==> config.mk <==
export PLATFORM = sky130hd
export DESIGN_NAME = rv_seq_sink
export DESIGN_NICKNAME = d
export VERILOG_FILES = /design/src/rtl/rv_seq_sink.sv
export SDC_FILE = /design/constraint.sdc
export NUM_CORES = 1
export LEC_CHECK = 0
export ABC_AREA = 1
export CAP_MARGIN = 0
export CELL_PAD_IN_SITES_DETAIL_PLACEMENT = 0
export CELL_PAD_IN_SITES_GLOBAL_PLACEMENT = 1
export CORE_AREA = 2 2 94 96
export CTS_CLUSTER_SIZE = 30
export DETAILED_ROUTE_END_ITERATION = 10
export DIE_AREA = 0 0 96 98
export PLACE_DENSITY = 0.83
export SLEW_MARGIN = 25
export SYNTH_ARGS = -nofsm -noshare
export SYNTH_HDL_FRONTEND = slang
export SYNTH_SLANG_ARGS = --single-unit
==> constraint.sdc <==
create_clock -name clk -period 5.25 [get_ports clk]
set_clock_uncertainty 0.1 [all_clocks]
set_input_delay 0.525 -clock clk [delete_from_list [all_inputs] [get_ports clk]]
set_output_delay 0.525 -clock clk [all_outputs]
set_load 0.005 [all_outputs]
==> src/rtl/rv_seq_sink.sv <==
// rv_seq_sink: valid/ready sink with programmable stall pattern and increment-sequence checker.
// Define RV_SINK_PROTO_CHK_EN to add the sticky proto_err upstream protocol monitor.
module rv_seq_sink #(
    parameter int DATA_W = 8,
    parameter int CNT_W  = 16
) (
    input  logic              clk,
    input  logic              rst,
    input  logic              en,
    input  logic              clr,
    input  logic [3:0]        stall_cycles,
    input  logic              valid,
    input  logic [DATA_W-1:0] data,
    output logic              ready,
    output logic [CNT_W-1:0]  beat_cnt,
    output logic [CNT_W-1:0]  err_cnt,
    output logic              seq_err,
`ifdef RV_SINK_PROTO_CHK_EN
    output logic              proto_err,
`endif
    output logic [DATA_W-1:0] last_data
);
    typedef enum logic [1:0] {IDLE, ACCEPT, STALL} state_e;
    state_e            state_q, state_d;
    logic [3:0]        cnt_q, cnt_d;
    logic              ready_q;
    logic [CNT_W-1:0]  beat_q, beat_d, err_q, err_d;
    logic              seq_q, seq_d, sync_q, sync_d;
    logic [DATA_W-1:0] exp_q, exp_d, last_q, last_d;
    logic              hs;
    assign hs = valid & ready_q;
    always_comb begin
        state_d = state_q;
        cnt_d   = cnt_q;
        if (!en) begin
            state_d = IDLE;
            cnt_d   = '0;
        end else begin
            case (state_q)
                IDLE:   state_d = ACCEPT;
                ACCEPT: if (hs && stall_cycles != 4'd0) begin
                    state_d = STALL;
                    cnt_d   = stall_cycles;
                end
                STALL: begin
                    cnt_d   = cnt_q - 4'd1;
                    state_d = (cnt_q == 4'd1) ? ACCEPT : STALL;
                end
                default: state_d = IDLE;
            endcase
        end
    end
    // A clr beat still updates last_data, but is neither counted nor checked.
    always_comb begin
        beat_d = beat_q;
        err_d  = err_q;
        seq_d  = seq_q;
        sync_d = sync_q;
        exp_d  = exp_q;
        last_d = last_q;
        if (hs) begin
            last_d = data;
            exp_d  = data + DATA_W'(1);
            sync_d = 1'b1;
            beat_d = (&beat_q) ? beat_q : beat_q + CNT_W'(1);
            if (sync_q && data != exp_q) begin
                err_d = (&err_q) ? err_q : err_q + CNT_W'(1);
                seq_d = 1'b1;
            end
        end
        if (clr) begin
            beat_d = '0;
            err_d  = '0;
            seq_d  = 1'b0;
            sync_d = 1'b0;
        end
    end
    always_ff @(posedge clk or posedge rst) begin
        if (rst) begin
            state_q <= IDLE;
            cnt_q   <= '0;
            ready_q <= 1'b0;
            beat_q  <= '0;
            err_q   <= '0;
            seq_q   <= 1'b0;
            sync_q  <= 1'b0;
            exp_q   <= '0;
            last_q  <= '0;
        end else begin
            state_q <= state_d;
            cnt_q   <= cnt_d;
            ready_q <= (state_d == ACCEPT);
            beat_q  <= beat_d;
            err_q   <= err_d;
            seq_q   <= seq_d;
            sync_q  <= sync_d;
            exp_q   <= exp_d;
            last_q  <= last_d;
        end
    end
    assign ready     = ready_q;
    assign beat_cnt  = beat_q;
    assign err_cnt   = err_q;
    assign seq_err   = seq_q;
    assign last_data = last_q;
`ifdef RV_SINK_PROTO_CHK_EN
    // pend_q: a beat was offered last cycle and not taken, so it must stay put.
    logic              pend_q, proto_q, proto_d;
    logic [DATA_W-1:0] pdata_q;
    assign proto_d = clr ? 1'b0 : (proto_q | (pend_q & (~valid | (data != pdata_q))));
    always_ff @(posedge clk or posedge rst) begin
        if (rst) begin
            pend_q  <= 1'b0;
            pdata_q <= '0;
            proto_q <= 1'b0;
        end else begin
            pend_q  <= valid & ~ready_q;
            pdata_q <= data;
            proto_q <= proto_d;
        end
    end
    assign proto_err = proto_q;
`endif
endmodule

After elaboration in Yosys (flattened, before gate mapping)
Cells that the tools add are included.
{"block": "op_classes", "n_eq_ne": 9, "add_sub_neg": 4, "muxes": 19, "n_bitwise": 1, "reduce_logical": 12}
{"operator": "$mux W16", "count": 7}
{"operator": "$add A16 B1 Y16 const B", "count": 2}
{"operator": "$reduce_and A16 Y1", "count": 2}
{"operator": "$add A8 B1 Y8 const B", "count": 1}
{"operator": "$mux W4", "count": 2}
{"operator": "$ne A8 B8 Y1", "count": 1}
{"operator": "$pmux W4 S2", "count": 1}
{"operator": "$mux W2", "count": 3}
{"operator": "$pmux W2 S3", "count": 1}
{"operator": "$reduce_and A2 Y1", "count": 3}
{"operator": "$mux W1", "count": 5}
{"operator": "$eq A2 B1 Y1 const B", "count": 2}
{"operator": "$eq A4 B1 Y1 const B", "count": 1}
{"operator": "$ne A2 B2 Y1 const B", "count": 2}
{"operator": "$reduce_bool A2 Y1", "count": 2}
{"operator": "$reduce_bool A4 Y1", "count": 1}
{"operator": "$sub A4 B1 Y4 const B", "count": 1}
{"operator": "$ne A3 B1 Y1 const B", "count": 1}
{"operator": "$ne A3 B3 Y1 const B", "count": 1}
{"operator": "$reduce_and A3 Y1", "count": 1}
{"operator": "$eq A2 B2 Y1 const B", "count": 1}
{"operator": "$logic_and A1 B1 Y1", "count": 2}
{"operator": "$logic_not A2 Y1", "count": 1}
{"operator": "$and A1 B1 Y1", "count": 1}
{"block": "word_totals", "word_cells": 54, "out_inout_bits": 42, "register_bits": 57, "in_bits": 17}

Longest topological paths before layout
Gate-level depths: netlist of run 1.
{"block": "logic_depth", "depth_word": 6, "ltp_mapped": 11, "mapped_depth_nobuf": 11}

Least setup slack after synthesis of run 1
No wires, ideal clock.
{"block": "synth_path", "kind": "flip-flop to flip-flop", "startpoint": "register beat_q[0], in the netlist beat_cnt[0]", "endpoint": "register beat_q[11], in the netlist beat_cnt[11]", "period_less_slack_ns": 1.708, "stages_incl_launch_ff": 10, "n_path_buf": 1, "slack_ns": 3.542, "required_ns": 5.024, "setup_time_ns": 0.126, "arrival_ns": 1.482, "path_cell_list": "dfrtp_1 > ha_1 > nand2_2 > nor2_4 > inv_2 > nor3_4 > nand2_2 > nand2_4 > buf_8 > o21ai_0"}
{"block": "synth_via", "elab_chain_len": 4, "elab_cells_between_ends": 7, "classes_between": "add/sub: 1; eq/ne: 1; mux: 3; reduce/logical: 2"}
{"item": "start: declaration", "line": "27", "text": "logic [CNT_W-1:0] beat_q, beat_d, err_q, err_d;"}
{"item": "start signal: assignment", "line": "93", "text": "beat_q <= beat_d;"}
{"item": "$add A16 B1 Y16", "line": "65", "text": "beat_d = (&beat_q) ? beat_q : beat_q + CNT_W'(1);"}
{"item": "$mux W16", "line": "65"}
{"item": "$mux W16", "line": "61", "text": "if (hs) begin"}
{"item": "$mux W16", "line": "71", "text": "if (clr) begin"}
Parallel ways exist; a longest one is shown, timed or not. The select of a mux whose other input is x is not followed.
A chain may end at the register's enable or synchronous reset.

Final worst setup path of run 1
{"block": "layout_path", "startpoint": "input port valid", "endpoint": "register cnt_q[0]"}
{"block": "layout_via", "elab_chain_len": 4}
{"item": "start: declaration", "line": "12", "text": "input logic valid,"}
{"item": "$and A1 B1 Y1", "line": "31", "text": "assign hs = valid & ready_q;"}
{"item": "$logic_and A1 B1 Y1", "line": "41", "text": "ACCEPT: if (hs && stall_cycles != 4'd0) begin"}
{"item": "$ne A3 B3 Y1 (no source line)"}
{"item": "$reduce_and A2 Y1 (no source line)"}
{"item": "end signal: assignment", "line": "91", "text": "cnt_q <= cnt_d;"}
{"item": "end: declaration", "line": "25", "text": "logic [3:0] cnt_q, cnt_d;"}
Every way passes these cells.

==> summary.md, run 1 <==
| Metric | Value |
|---|---|
| Outcome | complete, no violations |
| 1st-pass router iterations | 4 |
| Overflow after GRT | 0 |
| Nets@finish | 553 |
| Vias in the first global route | a little under 3000 |
| Leak | 1.974 nW |
| # fillers | just over 800 |
| Crit end category | register |
| Rel. slew slack | 0.5182 |
| PostCTS Resize Cnt | 0 |
| Post-route DRC | 0 |
| Pwr/cell area | ~260 nW/um^2 |
| Clk pin slew, worst setup/hold paths | 0.07 ns |
| Worst reg-to-reg setup slack | 3.02 ns |
| Rows | 34 |
| Reg-to-Reg End | cnt_q[0] |
| Setup ws final | 2.794 ns |
| Via/cell ratio | 4.946 |
| Hold WS | 0.3851 ns |
| GR Util met1 | 0.2623 |
| Slowest-stage cell, CP | clkinv_1 |
| Routed via count | 3180 |
| Cts bufs inserted | 9 |
| Delay-heaviest family, CP | simple AND/OR/NAND/NOR gates |
| Crit path cell chain | clkdlybuf4s50_1 > nand2_2 > clkinv_1 > nand2_1 > a21oi_1 > nand2_1 > nand3_1 > nand3_1 > nand2_1 |
| Die height | 98 um |
| YS warnings | 0 |
| Grt met2 use | 0.2794 |
| Gate power share | 0.147 |
| Dpl ws | around 1.9 ns |
| Dpl cell area | between 4000 and 5000 sq um |
| CTS root buffer | clkbuf_8 |
| Commonest non-fill, non-tap cells in the layout | nand2_1, dfrtp_1, clkdlybuf4s50_1, nor2_1, inv_1 |
| Crit path top cell by count | nand2_1 |
| Antenna violations before repair | 0 |
| First-pass GRT wire length | 13860 um |
| CTS H-Tree Depth | 3 |
| Cell variety after synth | 35 |
| Synth-to-Final Area Change | 25.90% |
| Proportion of layout cells with a drive suffix above 1 | 0.06542 |
| GRT Total Usage | 0.1849 |
| RSZ-0062 raised after global routing | false |
| Fin crit share | 0.4679 |
| R2R depth | 8 |
| Net switching power | 285.9 uW |
| Post-route ant nets | 0 |
| Die area | 9408 sq um |
| Placed cell count | 628 |
| WS Path Type | input port to register |
| Peak supply drop | 0.0001511 V |
| Final RePlAce weighted congestion | ~0.80 |
| Critical-path maximum fanout | 19 |
| HP Class | register to register |
| Hold Crit Endpoint | last_data[1] |
| Commonest non-fill, non-tap cell in the layout | nand2_1 |
| Synthesized area | 3387 sq um |
| I/O pin cnt | 59 |
| Final Slew Violations | 0 |
| Syn Nets | 494 |
| CP max stage delay | 0.52 ns |
| Diode count | 0 |
| Sequential area share after synthesis | 0.4211 |
| Clk buf depth | 2 |
| Worst hold stages | 2 |
| Post-CTS Setup Inserts | 0 |
| Initial DRC count | about 170 |
| Total power draw | ~1.1 mW |
| Hold_sp | last_data[1] |
| Sw frac | 0.2591 |
| Post-synthesis register bit count | 57 |
| Setup TNS | 0 ns |
| Req. time, crit path | 5.36 ns |
| Cells after Synth | around 470 |
| Max-cap violations | 0 |
| CTS tree | done |
| Initial Util | 0.4001 |
| Pin count of the biggest net entering global routing | 58 |
| CORE AREA | 8466 sq um |
| Core Util, Final | 0.5037 |
| Die Wd | 96 um |
| R2r startpoint | ready |
| Worst EP arrival | 2.57 ns |
| Bufs and invs on worst path | 2 |
| Final Non-Filler Cells | 643 |
| Dpl hpwl | 5598 um |
| Port bufs | 58 |
| Clock Sinks | between 50 and 60 |
| Int Power | 817.5 uW |
| Syn Area/Cell | 7.176 sq um |
| WL per Instance | roughly 12 um |
| Gr busiest metal | met2 |
| # setup viols final | 0 |
| Min cycle time layout | approximately 2.5 ns |
| Cts hold-fix bufs | 0 |
| Final hold vios | 0 |
| Post-route cell area | 4264 sq um |
| Clock share of power | 0.401 |
| Post-Route WL | just under 8000 um |
| Worst slew pin tran | 0.7227 ns |
| Sequential fraction of design power | 0.452 |
| FMAX | 407.1 MHz |
| Startpoint class of the critical path | input port |
| Met3 Usage GRT | 0.04090 |
| Clock Latency Late Sink | 0.33 ns |
-- power groups by stage --
| stage | logic (mW) | registers, mW | clock network, mW |
|---|---|---|---|
| floorplan | 0.0943 | 0.503 | 0 |
| global placement | 0.162 | 0.506 | 0 |
| detailed placement | 0.164 | 0.507 | 0 |
| CTS | 0.165 | 0.499 | 0.451 |
| global route | 0.187 | 0.504 | 0.475 |
| finish | 0.162 | 0.499 | 0.443 |
-- cells in the mapped netlist --
cell / n / share of area
o221ai_1: 2 / 0.0052
nor3_1: 11 / 0.016
nor2_4: 2 / 0.0066
nor3_2: 1 / 0.0030
buf_8: 1 / 0.0044
nand3_1: 48 / 0.071
nor3b_1: 1 / 0.0022
inv_2: 1 / 0.0011
or2_2: 1 / 0.0018
xnor2_1: 7 / 0.018
nand2_1: 149 / 0.17
nor3_4: 1 / 0.0048
o22ai_1: 1 / 0.0018
buf_2: 2 / 0.0030
clkbuf_1: 6 / 0.0066
clkinv_1: 2 / 0.0022
dfrtp_1: 57 / 0.42
ha_1: 5 / 0.018
nor2_1: 55 / 0.061
inv_1: 51 / 0.057
nand4_1: 13 / 0.024
nand3_2: 1 / 0.0030
o21bai_1: 1 / 0.0022
o21ai_2: 2 / 0.0052
o211ai_1: 2 / 0.0044
o21ai_0: 20 / 0.030
buf_4: 1 / 0.0022
a21boi_0: 1 / 0.0022
a21oi_1: 5 / 0.0074
xor2_1: 11 / 0.028
buf_1: 2 / 0.0022
a31oi_1: 1 / 0.0018
o311ai_0: 1 / 0.0026
nand2_2: 6 / 0.011
nand2_4: 1 / 0.0033
-- how the worst max path moves through the flow --
stage                       end  start  cells after the start
floorplan           beat_cnt[0]    rst                      1
global placement     err_cnt[0]    clr                      6
detailed placement  err_cnt[12]    clr                      6
CTS                 err_cnt[12]    clr                      6
global route           cnt_q[0]  valid                      9
finish                 cnt_q[0]  valid                      9
-- metal layers --
metal  vias to the layer above  routed length, um
li1                       1631                  -
met1                      1472               3831
met2                        69               3707
met3                         8                341
met4                         0                 78
met5                         -                  0
-- cell type report --
cell class	instances	area [sq um]	share of cell area
Clock buffer	13	178.9	0.04196
Multi-Input combinational cell	349	1695	0.3976
Tap cell	108	135.1	0.03169
Clock inverter	2	35.03	0.008216
Inverter	54	202.7	0.04754
Timing Repair Buffer	60	590.6	0.1385
Sequential cell	57	1426	0.3345
-- cells by family after synthesis --
| kind of cell | after synthesis | synth area share |
|---|---|---|
| xor+xnor | 18 | 0.04655 |
| flops | 57 | 0.4211 |
| compound gates | 36 | 0.06244 |
| buf+inv | 66 | 0.07831 |
| fa+ha+maj | 5 | 0.01847 |
| simple gates | 290 | 0.3731 |
-- state kept, by name (all words and copies together), names as in the netlist --
signal     flops
state_q        2
exp_q          8
ready          1
beat_cnt      16
seq_err        1
last_data      8
cnt_q          4
err_cnt       16
sync_q         1
-- worst reg2reg max path: stages, from the launching register on --
cell	delay [ns]
dfrtp_1	0.39
nand2_2	0.28
clkinv_1	0.52
nand2_1	0.18
a21oi_1	0.08
nand2_1	0.19
nand3_1	0.19
nand3_1	0.11
nand2_1	0.06
(Power assumes the default switching activity.)
==> run 2, diff against run 1 <==
CORE_AREA = 2 2 98 100   (was 2 2 94 96)
DIE_AREA = 0 0 100 102   (was 0 0 96 98)
PLACE_DENSITY = 0.77   (was 0.83)
clock period = 2.3 ns   (was 5.25 ns; I/O delays follow)
==> run 2 against run 1 <==
Effect of this change: design area up 1.8%; sequential share of layout area down 0.58 points; sequential power up 130%; clock power up 120%; first-iteration DRC count down 23%; worst hold slack worse by 0.23 ns; largest cell class unchanged; highest routed layer unchanged.
==> summary.md, run 2 (synthesis gave the netlist of run 1 again) <==
| Metric | Value |
|---|---|
| Rows | 35 |
| Worst EP arrival | between 2 and 2.5 ns |
| RSZ-0062 raised after global routing | false |
| Die height | 102 um |
| Net switching power | about 670 uW |
| CP max stage delay | roughly 0.5 ns |
| Clock share of power | 0.394 |
| Diode count | 0 |
| Total power draw | 2.523 mW |
| Worst reg-to-reg setup slack | between 0.2 and 0.3 ns |
| FMAX | 491.7 MHz |
| Post-Route WL | roughly 8400 um |
| Gr busiest metal | met2 |
| Leak | between 2 and 2.5 nW |
| Post-route DRC | 0 |
| Min cycle time layout | slightly above 2 ns |
| First-pass GRT wire length | 14890 um |
| Pin count of the biggest net entering global routing | 26 |
| Post-CTS Setup Inserts | 0 |
| Commonest non-fill, non-tap cell in the layout | nand2_1 |
| Dpl hpwl | 6119 um |
| GR Util met1 | 0.2478 |
| Outcome | complete, no violations |
| HP Class | input port to async pin |
| Synth-to-Final Area Change | 28.11% |
| Routed via count | roughly 3200 |
| Post-route ant nets | 0 |
| Proportion of layout cells with a drive suffix above 1 | 0.07537 |
| Final RePlAce weighted congestion | 0.7751 |
| Critical-path maximum fanout | 9 |
| Initial DRC count | 132 |
| Vias in the first global route | 3154 |
| Rel. slew slack | 0.5751 |
| Clk buf depth | 2 |
| GRT Total Usage | 0.1819 |
| Startpoint class of the critical path | register |
| Grt met2 use | 0.2921 |
| Delay-heaviest family, CP | simple AND/OR/NAND/NOR gates |
| Via/cell ratio | 4.841 |
| WL per Instance | 12.80 um |
| Setup TNS | 0 ns |
| Pwr/cell area | 581.5 nW/um^2 |
| Final Non-Filler Cells | 655 |
| Initial Util | 0.3718 |
| Clk pin slew, worst setup/hold paths | 0.07 ns |
| # fillers | 973 |
| Clock Latency Late Sink | about 0.34 ns |
| Die area | 10200 sq um |
| Met3 Usage GRT | 0.04104 |
| Peak supply drop | 0.0002822 V |
| Max-cap violations | 0 |
| Overflow after GRT | 0 |
| Setup ws final | 0.2663 ns |
| Crit path cell chain | ha_1 > nand2_2 > nor2_4 > inv_2 > nor3_4 > a21oi_1 > nand2_1 > o21ai_0 |
| CTS root buffer | clkbuf_8 |
| CTS tree | done |
| 1st-pass router iterations | 4 |
| Die Wd | 100 um |
| Final hold vios | 0 |
| I/O pin cnt | 59 |
| # setup viols final | 0 |
| Bufs and invs on worst path | 1 |
| Nets@finish | 561 |
| Hold WS | 0.1554 ns |
| Port bufs | 58 |
| Placed cell count | 639 |
| Dpl ws | roughly 0.24 ns |
| Cts hold-fix bufs | 0 |
| Sw frac | 0.2650 |
| Slowest-stage cell, CP | dfrtp_1 |
| WS Path Type | register to register |
| Antenna violations before repair | 0 |
| Final Slew Violations | 0 |
| Req. time, crit path | 2.39 ns |
| CORE AREA | 9109 sq um |
| CTS H-Tree Depth | 3 |
| Worst slew pin tran | around 0.64 ns |
| PostCTS Resize Cnt | 0 |
| Crit end category | register |
| Clock Sinks | 57 |
| Commonest non-fill, non-tap cells in the layout | nand2_1, clkdlybuf4s50_1, dfrtp_1, nor2_1, inv_1 |
| Int Power | 1.854 mW |
| Sequential fraction of design power | 0.452 |
| Cts bufs inserted | 9 |
| Fin crit share | 0.8842 |
| Gate power share | 0.154 |
-- run 2: cell types whose count changed in the layout (fill, tap and decap cells not counted), sizes merged --
cell | previous run | this run
buf | 3 | 10
clkbuf | 13 | 14
clkdlybuf4s50 | 57 | 58
-- run 2: path summary, 6_finish.rpt --
kind	from	endpoint	cells past startpoint
worst min-delay path	rst	cnt_q[1]	2
worst max-delay path	beat_cnt[0]	beat_cnt[3]	8
worst min register to register	last_data[6]	last_data[6]	2
min in group clk	last_data[6]	last_data[6]	2
max in group asynchronous	rst	beat_cnt[4]	3
worst max register to register	beat_cnt[0]	beat_cnt[3]	8
-- run 2: power groups by stage --
stage / clock network, mW / logic (mW) / registers (mW)
floorplan: 0 / 0.215 / 1.15
global placement: 0 / 0.387 / 1.15
detailed placement: 0 / 0.395 / 1.16
CTS: 1.02 / 0.397 / 1.14
global route: 1.07 / 0.444 / 1.15
finish: 0.995 / 0.388 / 1.14
-- run 2: layout make-up --
cell class,instances,area [sq um],area share
Clock inverter,2,35.03,0.008074
Multi-Input combinational cell,349,1695,0.3907
Timing Repair Buffer,68,668.1,0.1540
Clock buffer,14,172.7,0.03979
Inverter,54,202.7,0.04671
Sequential cell,57,1426,0.3287
Tap cell,111,138.9,0.03201
-- run 2: through the flow --
step	instance area (sq um)	util
final	4339	0.4764
after detailed placement	4131	0.4536
after global routing	4339	0.4764
after CTS	4339	0.4764
after floorplan	3387	-
after global placement	4131	0.4536
-- run 2: layer usage --
metal,up-vias,share of wire
met3,9,0.041
met1,1463,0.48
met2,53,0.46
li1,1646,-
met4,0,0.012
met5,-,0
==> run 3, diff against run 2 <==
CAP_MARGIN = 20   (was 0)
==> results of run 3 <==
No change in the layout: final DEF, timing and power equal those of run 2.
